==> src/rtl/multicycle_ctrl.sv <==
// multicycle_ctrl: LEGv8 multicycle control FSM and sole aluOp source.
// Optional retired-instruction counter via CTRL_PERF_CNT_EN.
module multicycle_ctrl #(
  parameter int CNT_W = 32
) (
  input  logic        clk,
  input  logic        reset,
  input  logic [31:0] inst,
  input  logic        inst_valid,
  output logic        inst_ready,
  input  logic        mem_ready,
  output logic [3:0]  aluOp,
  output logic        alu_src,
  output logic        reg_write,
  output logic        mem_to_reg,
  output logic        mem_read,
  output logic        mem_write,
  output logic        ir_write,
  output logic        pc_write,
  output logic        pc_src,
  output logic        illegal
`ifdef CTRL_PERF_CNT_EN
  ,
  output logic [CNT_W-1:0] retired
`endif
);

  typedef enum logic [2:0] {
    S_FETCH,
    S_DECODE,
    S_EXEC,
    S_MEM,
    S_WB
  } state_t;

  typedef enum logic [3:0] {
    C_ADD,
    C_SUB,
    C_AND,
    C_ORR,
    C_LDUR,
    C_STUR,
    C_B,
    C_CBZ,
    C_CBNZ,
    C_ILL
  } cls_t;

  state_t state;
  state_t state_nx;
  cls_t   cls;
  cls_t   cls_dec;
  logic   accept;
  logic   retire;
  logic   is_r;
  logic   is_m;
  logic   is_br;
  logic [3:0] cls_alu;
  logic   cls_src;
  logic [10:0] op11;

  assign op11   = inst[31:21];
  assign accept = inst_valid & (state == S_FETCH);

  // Low operand bits never influence control.
  logic unused_inst;
  assign unused_inst = ^inst[20:0];

  // Opcode classifier; patterns are mutually exclusive.
  always_comb begin
    cls_dec = C_ILL;
    unique case (1'b1)
      (op11 == 11'b10001011000):      cls_dec = C_ADD;
      (op11 == 11'b11001011000):      cls_dec = C_SUB;
      (op11 == 11'b10001010000):      cls_dec = C_AND;
      (op11 == 11'b10101010000):      cls_dec = C_ORR;
      (op11 == 11'b11111000010):      cls_dec = C_LDUR;
      (op11 == 11'b11111000000):      cls_dec = C_STUR;
      (inst[31:26] == 6'b000101):     cls_dec = C_B;
      (inst[31:24] == 8'b10110100):   cls_dec = C_CBZ;
      (inst[31:24] == 8'b10110101):   cls_dec = C_CBNZ;
      default:                        cls_dec = C_ILL;
    endcase
  end

  // Per-class ALU code, operand select and group flags.
  always_comb begin
    cls_alu = 4'b0000;
    cls_src = 1'b0;
    is_r    = 1'b0;
    is_m    = 1'b0;
    is_br   = 1'b0;
    unique case (cls)
      C_ADD:  begin cls_alu = 4'b0010; is_r = 1'b1; end
      C_SUB:  begin cls_alu = 4'b0110; is_r = 1'b1; end
      C_AND:  begin cls_alu = 4'b0000; is_r = 1'b1; end
      C_ORR:  begin cls_alu = 4'b0001; is_r = 1'b1; end
      C_LDUR: begin cls_alu = 4'b0010; cls_src = 1'b1; is_m = 1'b1; end
      C_STUR: begin cls_alu = 4'b0010; cls_src = 1'b1; is_m = 1'b1; end
      C_B:    begin cls_alu = 4'b1000; is_br = 1'b1; end
      C_CBZ:  begin cls_alu = 4'b0111; is_br = 1'b1; end
      C_CBNZ: begin cls_alu = 4'b1001; is_br = 1'b1; end
      default: cls_alu = 4'b0000;
    endcase
  end

  // State and class registers; class captured at accept.
  always_ff @(posedge clk) begin
    if (reset) begin
      state <= S_FETCH;
      cls   <= C_ILL;
    end else begin
      state <= state_nx;
      if (accept) cls <= cls_dec;
    end
  end

  // Next state and strobes.
  always_comb begin
    state_nx   = state;
    inst_ready = 1'b0;
    aluOp      = 4'b0000;
    alu_src    = 1'b0;
    reg_write  = 1'b0;
    mem_to_reg = 1'b0;
    mem_read   = 1'b0;
    mem_write  = 1'b0;
    ir_write   = 1'b0;
    pc_write   = 1'b0;
    pc_src     = 1'b0;
    illegal    = 1'b0;
    retire     = 1'b0;
    unique case (state)
      S_FETCH: begin
        inst_ready = 1'b1;
        if (accept) begin
          ir_write = 1'b1;
          pc_write = 1'b1;
          state_nx = S_DECODE;
        end
      end
      S_DECODE: begin
        if (cls == C_ILL) begin
          illegal  = 1'b1;
          state_nx = S_FETCH;
        end else begin
          state_nx = S_EXEC;
        end
      end
      S_EXEC: begin
        aluOp   = cls_alu;
        alu_src = cls_src;
        unique case (1'b1)
          is_r: state_nx = S_WB;
          is_m: state_nx = S_MEM;
          is_br: begin
            pc_write = 1'b1;
            pc_src   = 1'b1;
            retire   = 1'b1;
            state_nx = S_FETCH;
          end
          default: state_nx = S_FETCH;
        endcase
      end
      S_MEM: begin
        aluOp     = 4'b0010;
        alu_src   = 1'b1;
        mem_read  = (cls == C_LDUR);
        mem_write = (cls == C_STUR);
        if (mem_ready) begin
          if (cls == C_LDUR) begin
            state_nx = S_WB;
          end else begin
            retire   = 1'b1;
            state_nx = S_FETCH;
          end
        end
      end
      S_WB: begin
        reg_write  = 1'b1;
        mem_to_reg = (cls == C_LDUR);
        retire     = 1'b1;
        state_nx   = S_FETCH;
      end
      default: state_nx = S_FETCH;
    endcase
  end

`ifdef CTRL_PERF_CNT_EN
  // Retired-instruction counter, wraps naturally.
  always_ff @(posedge clk) begin
    if (reset) retired <= '0;
    else if (retire) retired <= retired + 1'b1;
  end
`else
  logic unused_cfg;
  assign unused_cfg = ^{retire, (CNT_W > 0)};
`endif

endmodule

==> config.mk <==
export PLATFORM = sky130hd
export DESIGN_NAME = multicycle_ctrl
export DESIGN_NICKNAME = d
export VERILOG_FILES = /design/src/rtl/multicycle_ctrl.sv
export SDC_FILE = /design/constraint.sdc
export NUM_CORES = 1
export LEC_CHECK = 0
export BUFFER_PORTS_ARGS = -buffer_cell sky130_fd_sc_hd__buf_2
export CAP_MARGIN = 0
export CELL_PAD_IN_SITES_DETAIL_PLACEMENT = 0
export CELL_PAD_IN_SITES_GLOBAL_PLACEMENT = 1
export CORE_UTILIZATION = 27
export DETAILED_ROUTE_END_ITERATION = 7
export PLACE_DENSITY_LB_ADDON = 0.1
export SETUP_SLACK_MARGIN = 0.4
export SKIP_CTS_REPAIR_TIMING = 1
export SLEW_MARGIN = 20
export SYNTH_ARGS = -nofsm -noshare
export SYNTH_HDL_FRONTEND = slang
export SYNTH_SLANG_ARGS = --single-unit
==> constraint.sdc <==
create_clock -name clk -period 4.1 [get_ports clk]
set_input_delay 0.41 -clock clk [delete_from_list [all_inputs] [get_ports clk]]
set_output_delay 0.41 -clock clk [all_outputs]
set_load 0.05 [all_outputs]
==> impl_metrics.csv, run 1 <==
group,metric,value,unit
final_layout,multi_input_area,489,µm²
critical_path,cp-end-kind,"output pin",
yosys,synth_edf_count,0,
critical_path,arrival,2050,ps
die,start_util,0.292,
sta,slew_violations,0,
detailed_routing,via_count,746,
sta,setup_tns,0,ps
sta,clock_skew,9.31,ps
global_route,grtUsageTotal,0.150,
yosys,synthCells,92,
cts,tritoncts,"yes",
sta,layout_setup_ws,1640,ps
placed_design,dp_hpwl,1340,µm
flow_run,max_cap_violations,0,
yosys,syn_area_per_cell,7.15,µm²
placed_design,gp_congestion,0.754,
die,core_region_area,2250,µm²
critical_path,cp_max_fo,11,
critical_path,path_class,"flip-flop to output pin",
sta,setup_viol,0,
yosys,ys_types,37,
global_route,grt_pass1_wl,3060,µm
sta,period_share,0.599,
power,ir_worst_vdd,0.106,mV
yosys,yosysWarnings,0,
sta,hold_ws,408,ps
die,die_x,51.4,µm
final_layout,fillCellCount,279,
min_path,hold_path_class,"input pin to flip-flop",
final_layout,drive_above_1_share,0.311,
power,power_leakage,0.361,nW
detailed_routing,drt-initial-drc-count,9,
sta,finalHoldViolCount,0,
global_route,antenna_found_initial,0,
critical_path,start_kind,"flip-flop",
die,design.die.area,2640,µm²
final_layout,layout.area.seq,140,µm²
yosys,syn-cell-area,658,µm²
critical_path,r2r_cells,4,
placed_design,postPlaceCellArea,812,µm²
min_path,min_path_cells,2,
final_layout,finalNetCount,156,
cts,cts.sinks,7,
die,die_y,51.4,µm
sta,rsz0062_at_grt,"no",
yosys,synthTopCellsByArea,"dfxtp_1 (21%), nor3_1 (5.3%), nand2_1 (5.1%)",
cts,cts_buffers,3,
global_route,grt_pass1_vias,673,
sta,fin_crit,2460,ps
yosys,yosysSeqAreaShare,0.213,
yosys,synth_flop_cell,"dfxtp_1",
yosys,synth.top_cell.area_share,0.213,
final_layout,synthToLayoutAreaGrowth,27.4,%
detailed_routing,drc_errors,0,
global_route,grt-ovfl-total,0,
cts,clkTransAtPathRegs,60,ps
detailed_routing,drt_first_pass_iters,4,
placed_design,pre_cts_slack,1930,ps
sta,tightest_slew,521,ps
power,power.density,229,nW/µm²
die,rows,17,
sta,max_freq,407,MHz
detailed_routing,ant_nets,0,
placed_design,io_buffers,28,
final_layout,diodes,0,
yosys,synth_top_cell_by_area,"dfxtp_1",
detailed_routing,routed_wl,1690,µm
cts,cts.htree.levels,1,
critical_path,cp_data_required_time,3690,ps
global_route,grt_max_degree,13,
sta,relSlewSlack,0.648,
final_layout,final_area,838,µm²
yosys,synth_nets,128,
cts,root_buffer,"clkbuf_4",
die,io_pins,50,
yosys,synth-async-reset-ratio,0,
cts,insertion_delay,260,ps
yosys,synth-seq-cells,7,
cts,clockBufferDepth,2,
detailed_routing,via_per_inst,5.07,
run_status,status,"complete, no violations",
detailed_routing,wl_per_cell,11.5,µm
==> report_power, final <==
group | total [mW] | internal [mW] | switching, mW
combinational | 0.0514 | 0.0190 | 0.0324
clock | 0.0656 | 0.0373 | 0.0283
sequential | 0.0751 | 0.0706 | 0.00451
==> cell usage in the layout, fill, tap and decap left out, types with 2 or more instances in the layout <==
cell type,Yosys,layout
a211oi_1,4,4
nor4bb_1,2,2
inv_1,2,2
clkbuf_4,0,3
o21a_1,3,3
nor2_1,7,7
nand4_1,5,5
nor4_1,3,3
nand3_1,3,3
nor3_1,7,7
nor3b_1,4,4
nor2b_1,5,5
buf_2,2,28
nand2_1,9,9
a21oi_1,4,4
dfxtp_1,7,7
or3b_1,2,2
==> cell families (layout without fill, tap and decap cells) <==
logic type / after synthesis / after routing / synth area share
buffers and inverters: 7 / 34 / 0.0437
and+or+nand+nor: 58 / 58 / 0.534
AOI/OAI and AO/OA: 19 / 19 / 0.196
DFF: 7 / 7 / 0.213
xor gates and xnor gates: 1 / 1 / 0.0133
==> cell type report <==
type | count | area share
Timing Repair Buffer | 28 | 0.167
Tap cell | 28 | 0.0418
Clock buffer | 4 | 0.0313
Inverter | 2 | 0.00896
Multi-Input combinational cell | 78 | 0.584
Sequential cell | 7 | 0.167
==> cells in the mapped netlist (all sizes together), types with 2 or more instances <==
cell type	number
nand2	9
nor2	8
nor3	8
dfxtp	7
a21oi	5
nand4	5
nor2b	5
a211oi	4
nor3b	4
clkbuf	3
nand3	3
nor4	3
o21a	3
buf	2
inv	2
nor4bb	2
o21ai	2
or3b	2
==> worst max-delay path, stage by stage (launching register included) <==
cell and delay (ps):
dfxtp_1 510, or3b_1 530, or3_4 420, nand2_1 70, buf_2 250
==> final timing paths <==
kind,start,end,slack (ps)
setup reg to reg,state[1],state[0],2440
hold reg to reg,cls[1],cls[1],570
hold / removal,reset,state[1],410
setup / recovery,state[1],alu_src,1640
==> per-layer routing <==
layer	global-route usage	part of all wire
met5	0	0
met4	0.0541	0.0077
met3	0.0179	0.039
met2	0.245	0.45
met1	0.200	0.50
==> through the flow <==
| step | instances | power (mW) | utilization |
|---|---|---|---|
| floorplan | 92 | 0.112 | - |
| global placement | 143 | 0.128 | 0.360 |
| detailed placement | 143 | 0.128 | 0.360 |
| CTS | 147 | 0.194 | 0.372 |
| global route | 147 | 0.204 | 0.372 |
| finish | 147 | 0.192 | 0.372 |
==> registers in the layout, summed over array words and instances (netlist names) <==
name   flops
cls        4
state      3
No activity file was read; power rests on OpenSTA's default activity.
==> run 2: changes to the inputs <==
--- a/config.mk
+++ b/config.mk
@@ -9,7 +9,7 @@
 export CAP_MARGIN = 0
 export CELL_PAD_IN_SITES_DETAIL_PLACEMENT = 0
 export CELL_PAD_IN_SITES_GLOBAL_PLACEMENT = 1
-export CORE_UTILIZATION = 27
+export CORE_UTILIZATION = 25
 export DETAILED_ROUTE_END_ITERATION = 7
 export PLACE_DENSITY_LB_ADDON = 0.1
 export SETUP_SLACK_MARGIN = 0.4
==> constraint.sdc (replaced) <==
create_clock -name clk -period 2.4 [get_ports clk]
set_input_delay 0.24 -clock clk [delete_from_list [all_inputs] [get_ports clk]]
set_output_delay 0.24 -clock clk [all_outputs]
set_load 0.05 [all_outputs]
==> impl_metrics.csv, run 2 (synthesis gave the netlist of run 1 again) <==
group,metric,value,unit
sta,slew_violations,0,
global_route,antenna_found_initial,0,
die,die_y,53.3,µm
sta,max_freq,523,MHz
cts,insertion_delay,240,ps
critical_path,startpoint,"state[1]",
placed_design,dp_hpwl,1390,µm
die,die_x,53.3,µm
critical_path,cp_top_family,"simple AND/OR/NAND/NOR gates",
detailed_routing,ant_nets,0,
sta,period_share,0.796,
die,core_region_area,2480,µm²
cts,cts_buffers,3,
detailed_routing,drt-initial-drc-count,2,
critical_path,cp_max_fo,10,
global_route,grt_pass1_wl,2820,µm
final_layout,finalNetCount,158,
final_layout,diodes,0,
critical_path,critPathBufInv,2,
critical_path,cp_slowest_stage_delay,430,ps
sta,layout_setup_ws,489,ps
critical_path,cp_data_required_time,2160,ps
die,io_pins,50,
run_status,status,"complete, no violations",
power,comb_power_share,0.292,
sta,tightest_slew,444,ps
cts,tritoncts,"yes",
sta,setup_viol,0,
placed_design,pre_cts_slack,633,ps
critical_path,timing.rr.end,"state[0]",
die,rows,18,
cts,clkTransAtPathRegs,50,ps
flow_run,max_cap_violations,0,
cts,cts.sinks,7,
critical_path,regToRegSetupSlack,880,ps
cts,clockBufferDepth,2,
placed_design,io_buffers,28,
placed_design,gp_congestion,0.742,
power,power_leakage,0.379,nW
power,power.density,362,nW/µm²
detailed_routing,via_per_inst,5.08,
critical_path,arrival,1670,ps
final_layout,drive_above_1_share,0.372,
critical_path,timing.rr.start,"state[0]",
critical_path,critPathSlowestCell,"or3b_1",
critical_path,cp-end-kind,"output pin",
cts,cts.htree.levels,1,
min_path,hold_path_class,"input pin to flip-flop",
sta,relSlewSlack,0.700,
power,swShare,0.321,
sta,rsz0062_at_grt,"no",
final_layout,regMostFlops,"cls",
critical_path,cp.depth,5,
critical_path,cp_cell_sequence,"buf_4 > or3b_1 > nor2_4 > or2_2 > clkbuf_4",
detailed_routing,routed_wl,1720,µm
critical_path,cp-endpoint,"pc_write",
sta,finalHoldViolCount,0,
final_layout,synthToLayoutAreaGrowth,35.7,%
critical_path,path_class,"flip-flop to output pin",
die,design.die.area,2840,µm²
final_layout,reg.largest.list,"cls (4), state (3)",
final_layout,final_common_cell,"buf_2",
sta,setup_tns,0,ps
final_layout,fillCellCount,283,
power,seq_power_share,0.398,
power,power.internal,219,µW
global_route,grt_max_degree,13,
detailed_routing,drc_errors,0,
detailed_routing,drt_first_pass_iters,2,
detailed_routing,via_count,767,
global_route,grt_pass1_vias,670,
critical_path,start_kind,"flip-flop",
final_layout,largest_register_ffs,4,
sta,fin_crit,1910,ps
power,netSwitchingPower,104,µW
global_route,grtUsageTotal,0.132,
sta,clock_skew,1.82,ps
global_route,grt-ovfl-total,0,
cts,root_buffer,"clkbuf_4",
critical_path,r2r_cells,5,
power,p_clk_frac,0.310,
die,start_util,0.266,
detailed_routing,wl_per_cell,11.4,µm
final_layout,layout_common_cells,"buf_2 (25), nand2_1 (9), nor3_1 (7), nor2_1 (7)",
power,ir_worst_vdd,0.168,mV
[run 2: final cells by class]
| cell class | instances | area [µm²] | area share |
|---|---|---|---|
| Sequential cell | 7 | 143 | 0.160 |
| Tap cell | 30 | 37.5 | 0.0420 |
| Inverter | 2 | 7.51 | 0.00840 |
| Clock buffer | 4 | 26.3 | 0.0294 |
| Multi-Input combinational cell | 78 | 517 | 0.578 |
| Timing Repair Buffer | 30 | 163 | 0.182 |
[run 2: routing by layer]
layer | vias up | wire length, µm | GRT usage
li1 | 402 | - | -
met1 | 343 | 813 | 0.165
met2 | 22 | 829 | 0.231
met3 | 0 | 76 | 0.0172
met4 | 0 | 0 | 0.0395
met5 | - | 0 | 0
[run 2: how the worst min path moves through the flow]
stage                        start  endpoint  slack [ps]  cells after the start
after global routing         reset  state[1]         260                      2
after detailed placement     reset  state[1]         520                      2
after floorplan           inst[30]    cls[2]         440                      2
final                        reset  state[1]         270                      2
after CTS                    reset  state[1]         260                      2
after global placement       reset  state[1]         520                      2
[run 2: per-stage QoR]
stage | hold slack [ps] | total power, mW | cells | utilization | area (µm²)
floorplan | 444 | 0.193 | 92 | - | 681
global placement | 522 | 0.223 | 147 | 0.344 | 852
detailed placement | 521 | 0.223 | 147 | 0.344 | 852
CTS | 264 | 0.327 | 151 | 0.355 | 878
global route | 262 | 0.346 | 151 | 0.361 | 893
finish | 271 | 0.323 | 151 | 0.361 | 893
[run 2: power by group through the flow]
stage	combinational (mW)	clock, mW	sequential (mW)
2_1_floorplan	0.0649	0	0.128
3_3_place_gp	0.0924	0	0.131
3_5_place_dp	0.0930	0	0.130
4_1_cts	0.0934	0.105	0.128
5_1_grt	0.103	0.113	0.130
6_report	0.0942	0.100	0.129
[run 2: worst register-to-register path: stages (launching register included)]
cell and delay [ps]:
dfxtp_2 350, or3b_1 400, buf_4 180, nor3_2 160, o21ai_1 90, a211oi_1 250
